==> src/rtl/bol_emulator.sv <==
// Bolometer focal-plane emulator.
//   Waits for a rising INT edge, then emits one frame: an integration
//   period, then ROWS lines, each an HBLANK gap followed by COLS active
//   pixels. The pixel pattern is chosen by a 16-bit config word. That
//   word is shifted in MSB first on SERDATA while the emulator is idle.
//
// Ports:
//   CLK        - clock, rising edge
//   RESET      - synchronous reset, active low
//   INT        - frame start request (rising edge)
//   SERDATA    - serial config bit, shifted in every idle clock
//   DATAVALID  - high on each active pixel clock
//   LINE1      - DATAVALID qualified to line 0
//   ERROR      - sticky fault: start while busy, or bad config parity
//   PIX[13:0]  - pixel value, zero when DATAVALID is low
//   FRAME_DONE - one-clock pulse in the clock after the last pixel
//
// Build option: BOLEMU_PARITY_EN adds a 17th config bit (bit 16).
//   That bit carries odd parity over bits [15:0] and is checked at the
//   start edge.
module bol_emulator #(
  parameter int COLS       = 384,
  parameter int ROWS       = 288,
  parameter int INT_CYCLES = 64,
  parameter int HBLANK     = 16
) (
  input  logic        CLK,
  input  logic        RESET,
  input  logic        INT,
  input  logic        SERDATA,
  output logic        DATAVALID,
  output logic        LINE1,
  output logic        ERROR,
  output logic [13:0] PIX,
  output logic        FRAME_DONE
);

`ifdef BOLEMU_PARITY_EN
  localparam int CFGW = 17;
`else
  localparam int CFGW = 16;
`endif
  localparam int CW   = $clog2(COLS) + 1;
  localparam int RW   = $clog2(ROWS) + 1;
  localparam int TMAX = (INT_CYCLES > HBLANK) ? INT_CYCLES : HBLANK;
  localparam int TW   = $clog2(TMAX) + 1;

  typedef enum logic [1:0] {S_IDLE, S_INTEG, S_BLANK, S_ACTIVE} state_t;

  state_t            r_state, w_nstate;
  logic              r_int_d;
  logic [CFGW-1:0]   r_cfg;
  logic [1:0]        r_mode;
  logic [13:0]       r_seed;
  logic [TW-1:0]     r_tmr;
  logic [CW-1:0]     r_col;
  logic [RW-1:0]     r_row;
  logic              r_error;
  logic              r_frame_done;

  logic              w_start, w_cfg_ok, w_col_last, w_row_last;
  logic [13:0]       w_col14, w_row14, w_pix;

  assign w_start    = INT & ~r_int_d;
`ifdef BOLEMU_PARITY_EN
  // The total number of ones over all 17 bits must be odd.
  assign w_cfg_ok   = ^r_cfg;
`else
  assign w_cfg_ok   = 1'b1;
`endif
  assign w_col_last = (r_col == CW'(COLS - 1));
  assign w_row_last = (r_row == RW'(ROWS - 1));

  always_comb begin
    w_nstate = r_state;
    case (r_state)
      S_IDLE:   if (w_start && w_cfg_ok)              w_nstate = S_INTEG;
      S_INTEG:  if (r_tmr == TW'(INT_CYCLES - 1))     w_nstate = S_BLANK;
      S_BLANK:  if (r_tmr == TW'(HBLANK - 1))         w_nstate = S_ACTIVE;
      S_ACTIVE: if (w_col_last) w_nstate = w_row_last ? S_IDLE : S_BLANK;
      default:                                        w_nstate = S_IDLE;
    endcase
  end

  always_ff @(posedge CLK) begin
    if (!RESET) begin
      r_state      <= S_IDLE;
      r_int_d      <= 1'b1;  // INT held high through reset must not start a frame
      r_cfg        <= '0;
      r_mode       <= '0;
      r_seed       <= '0;
      r_tmr        <= '0;
      r_col        <= '0;
      r_row        <= '0;
      r_error      <= 1'b0;
      r_frame_done <= 1'b0;
    end else begin
      r_state      <= w_nstate;
      r_int_d      <= INT;
      r_frame_done <= (r_state == S_ACTIVE) && (w_nstate == S_IDLE);

      if (r_state == S_IDLE)
        r_cfg <= {r_cfg[CFGW-2:0], SERDATA};

      // A start is accepted only when idle with good config. In every
      // other case it only raises the sticky error.
      if (w_start) begin
        if (r_state != S_IDLE || !w_cfg_ok) begin
          r_error <= 1'b1;
        end else begin
          r_mode <= r_cfg[15:14];
          r_seed <= r_cfg[13:0];
          r_col  <= '0;
          r_row  <= '0;
        end
      end

      // Shared phase timer for INTEG and BLANK; restarts on every state change.
      if ((r_state == S_INTEG || r_state == S_BLANK) && w_nstate == r_state)
        r_tmr <= r_tmr + TW'(1);
      else
        r_tmr <= '0;

      if (r_state == S_ACTIVE) begin
        if (w_col_last) begin
          r_col <= '0;
          if (!w_row_last) r_row <= r_row + RW'(1);
        end else begin
          r_col <= r_col + CW'(1);
        end
      end
    end
  end

  assign w_col14 = 14'(r_col);
  assign w_row14 = 14'(r_row);

  always_comb begin
    w_pix = r_seed;
    case (r_mode)
      2'd0: w_pix = r_seed;
      2'd1: w_pix = w_col14 + r_seed;
      2'd2: w_pix = w_row14 + r_seed;
      2'd3: w_pix = (r_row[0] ^ r_col[0]) ? 14'h3FFF : 14'h0000;
      default: w_pix = r_seed;
    endcase
  end

  assign DATAVALID  = (r_state == S_ACTIVE);
  assign LINE1      = DATAVALID && (r_row == '0);
  assign PIX        = DATAVALID ? w_pix : 14'h0000;
  assign ERROR      = r_error;
  assign FRAME_DONE = r_frame_done;

endmodule

==> config.mk <==
export PLATFORM = sky130hd
export DESIGN_NAME = bol_emulator
export DESIGN_NICKNAME = d
export VERILOG_FILES = /design/src/rtl/bol_emulator.sv
export SDC_FILE = /design/constraint.sdc
export NUM_CORES = 1
export LEC_CHECK = 0
export CORE_UTILIZATION = 40
export DETAILED_ROUTE_END_ITERATION = 8
export PLACE_DENSITY = 0.61
export SETUP_SLACK_MARGIN = 0.15
export SLEW_MARGIN = 20
export SYNTH_ARGS = -nofsm -noshare
export SYNTH_HDL_FRONTEND = slang
export SYNTH_SLANG_ARGS = --single-unit
==> constraint.sdc <==
create_clock -name CLK -period 4.81 [get_ports CLK]
set_input_delay 0.481 -clock CLK [delete_from_list [all_inputs] [get_ports CLK]]
set_output_delay 0.481 -clock CLK [all_outputs]
set_load 0.02 [all_outputs]
==> reports/results.tsv <==
metric	value	unit
clock_latency	0.34	ns
gp_congestion	0.912	
power.switching	0.000298	W
grt_usage	18.3	%
cts_setup_buffers	0	
pwr-share-seq	46.1	%
final_cell_count_no_fill	578	
postRouteAntennaNets	0	
p_leak	1.67	nW
post-route-min-period	4.39	ns
hold_slack	0.459	ns
grt_use_met1	25.7	%
dieWidth	98.3	µm
rows	34	
synth_seq_cells	64	
vias	3182	
syn2layout_area_growth	14.8	%
worstPathCellList	inv_1 -> ha_4 -> mux2_2 -> ha_1 -> a21o_1 -> a221oi_2 -> o22ai_1 -> o41a_1 -> and4b_1 -> or3_1 -> clkdlybuf4s50_1	
wl_per_cell	14.5	µm
synth_most_common_cell	dfxtp_1	
clkTransAtPathRegs	0.08	ns
synth_top_cell_by_area	dfxtp_1	
cts_inserted_buffers	9	
met2_usage	27.4	%
via_per_inst	5.51	
core-area	8850	µm²
yosysWarnings	0	
power_frac_clock	44.1	%
dr.pass1.iters	6	
synth_fp_nets	472	
fin_nets	492	
busiest_layer	met2	
regArea	1280	µm²
n_antenna_cell	0	
initial_core_util	41.9	%
tightest_slew	0.661	ns
synth_area_per_cell	8.33	µm²
postCtsResizedCells	0	
totalWireLength	8.41	mm
antenna_found_initial	0	
cts.sinks	64	
skew	0.0121	ns
p_int	0.000894	W
clock_path_buffers	2	
drc	0	
hold_viol	0	
grt_pass1_vias	2907	
cp-end-kind	primary output	
hp-class	reg2reg	
path_max_fanout	10	
synthFlopType	dfxtp_1	
criticalPathCategory	reg2out	
dp.cells	562	
drt-initial-drc-count	151	
io-pin-count	22	
fill_cells	864	
synth_area_leaders	dfxtp_1 (35%), ha_1 (7.4%), nand2_1 (5.7%)	
clock.fmax	0.228	GHz
die-area	9660	µm²
h-tree-depth	3	
grt_max_degree	52	
grt_pass1_wl	14.1	mm
rsz0062_at_grt	false	
grt_overflow_total	0	
drive_above_1_share	7.02	%
grt_util_met3	4.29	%
async_flop_share	0	%
max_cap_violations	0	
swShare	25.0	%
crit_path_max_incr_delay	0.54	ns
root_buffer	clkbuf_8	
crit_slowest_cell	clkdlybuf4s50_1	
syn-instance-count	445	
synth-edff-count	0	
cts_hold_buf	0	
cts_tree	yes	
synth_cell_types	53	
final_core_util	48.1	%
port_buffers	21	
yosysSeqAreaShare	34.6	%
status	finished, final reports clean	
multi_input_area	2330	µm²
synthTopCellsByCount	dfxtp_1 (64), nand2_1 (56), nor2_1 (38)	
syn-cell-area	3710	µm²
period_share	91.3	%
finalMaxSlewViolations	0	
ir_worst_vdd	0.221	mV
cp-start-kind	flip-flop	
critical_path_required	4.33	ns
setup_tns	0	ns
die_y	98.3	µm
place.detailed.hpwl	5.95	mm
p_comb_share	9.8	%
slew_headroom	55.9	%
synth_top_area_share	34.6	%
setup_viol	0	
cp.arrival	3.91	ns
power_density	280	nW/µm²
cells in the final DEF, fill, tap and decap left out, types with 3 or more instances in the layout:
cell,synthesis,layout
mux2i_1,16,16
inv_1,13,13
a21oi_1,23,23
xor2_1,12,12
nand3_1,13,13
o21ai_0,27,27
o31a_1,3,3
nand2_1,56,56
dfxtp_1,64,64
a21boi_0,21,21
clkbuf_8,0,10
nor2b_1,21,21
nor3_1,12,12
and2_1,3,3
a31oi_1,5,5
nand3b_1,3,3
xnor2_1,8,8
nand2b_1,3,3
a21o_1,3,3
and3_1,6,6
nand4_1,6,6
o211ai_1,3,3
clkdlybuf4s50_1,0,21
o21a_1,4,4
nor2_1,38,38
buf_4,0,4
ha_1,22,21
mux2_2,10,10
power by group through the flow:
stage | registers, W | clock network, W | logic [W]
after floorplan | 0.000559 | 0 | 0.0000904
after global placement | 0.000561 | 0 | 0.000115
after detailed placement | 0.000561 | 0 | 0.000116
after CTS | 0.000549 | 0.000534 | 0.000118
after global routing | 0.000550 | 0.000554 | 0.000130
final | 0.000549 | 0.000525 | 0.000117
sequential cells by signal, indices dropped and copies added (netlist names):
| signal | flops |
|---|---|
| FRAME_DONE | 1 |
| ERROR | 1 |
| r_cfg | 16 |
| r_tmr | 7 |
| r_state | 2 |
| r_int_d | 1 |
| r_col | 10 |
| r_row | 10 |
| r_mode | 2 |
| r_seed | 14 |
path summary, 6_finish.rpt:
check,startpoint,to,slack [ns],cells past startpoint
worst min-delay path,r_tmr[0],r_tmr[0],0.46,1
worst max register to register,r_col[0],r_tmr[5],2.06,7
worst min register to register,r_tmr[0],r_tmr[0],0.46,1
worst max-delay path,r_mode[0],PIX[13],0.42,11
metal layers:
layer | routed length (µm) | up-vias
met2 | 3580 | 62
li1 | - | 1618
met5 | 0 | -
met4 | 142 | 0
met3 | 359 | 11
met1 | 4320 | 1491
per-stage QoR:
| step | area (µm²) | power (W) | setup WS (ns) |
|---|---|---|---|
| 4_1_cts | 4240 | 0.00120 | 0.218 |
| 2_1_floorplan | 3710 | 0.000649 | 1.14 |
| 3_5_place_dp | 4020 | 0.000677 | 0.594 |
| 5_1_grt | 4260 | 0.00123 | 0.202 |
| 3_3_place_gp | 4020 | 0.000676 | 0.683 |
| 6_report | 4260 | 0.00119 | 0.420 |
critical path: cells and delay by family (launching register included):
kind	cells	cell delay, ns
adder cells (fa/ha/maj)	2	0.55
AND/OR/NAND/NOR	2	0.56
flip-flops	1	0.32
buffers and inverters	2	0.66
AO/OA/AOI/OAI	4	1.12
multiplexers	1	0.37
kinds of logic (layout without fill, tap and decap cells):
kind of cell / after synthesis / count (layout) / share of synthesized area, %
AOI/OAI and AO/OA: 106 / 106 / 18.6
xor gates and xnor gates: 20 / 20 / 4.72
adders and majority gates: 23 / 23 / 7.96
buffers and inverters: 29 / 54 / 2.97
DFF: 64 / 64 / 34.6
muxes: 26 / 26 / 7.36
and+or+nand+nor: 177 / 177 / 23.8
area by class of cell:
type / instances / share of cell area [%]
multi-input combinational: 352 / 54.7
sequential: 64 / 30.1
timing repair buffer: 25 / 5.65
clock buffer: 12 / 3.41
tap: 108 / 3.18
clock inverter: 4 / 1.79
inverter: 13 / 1.15
Note: power is estimated with default switching activity, not from simulation.
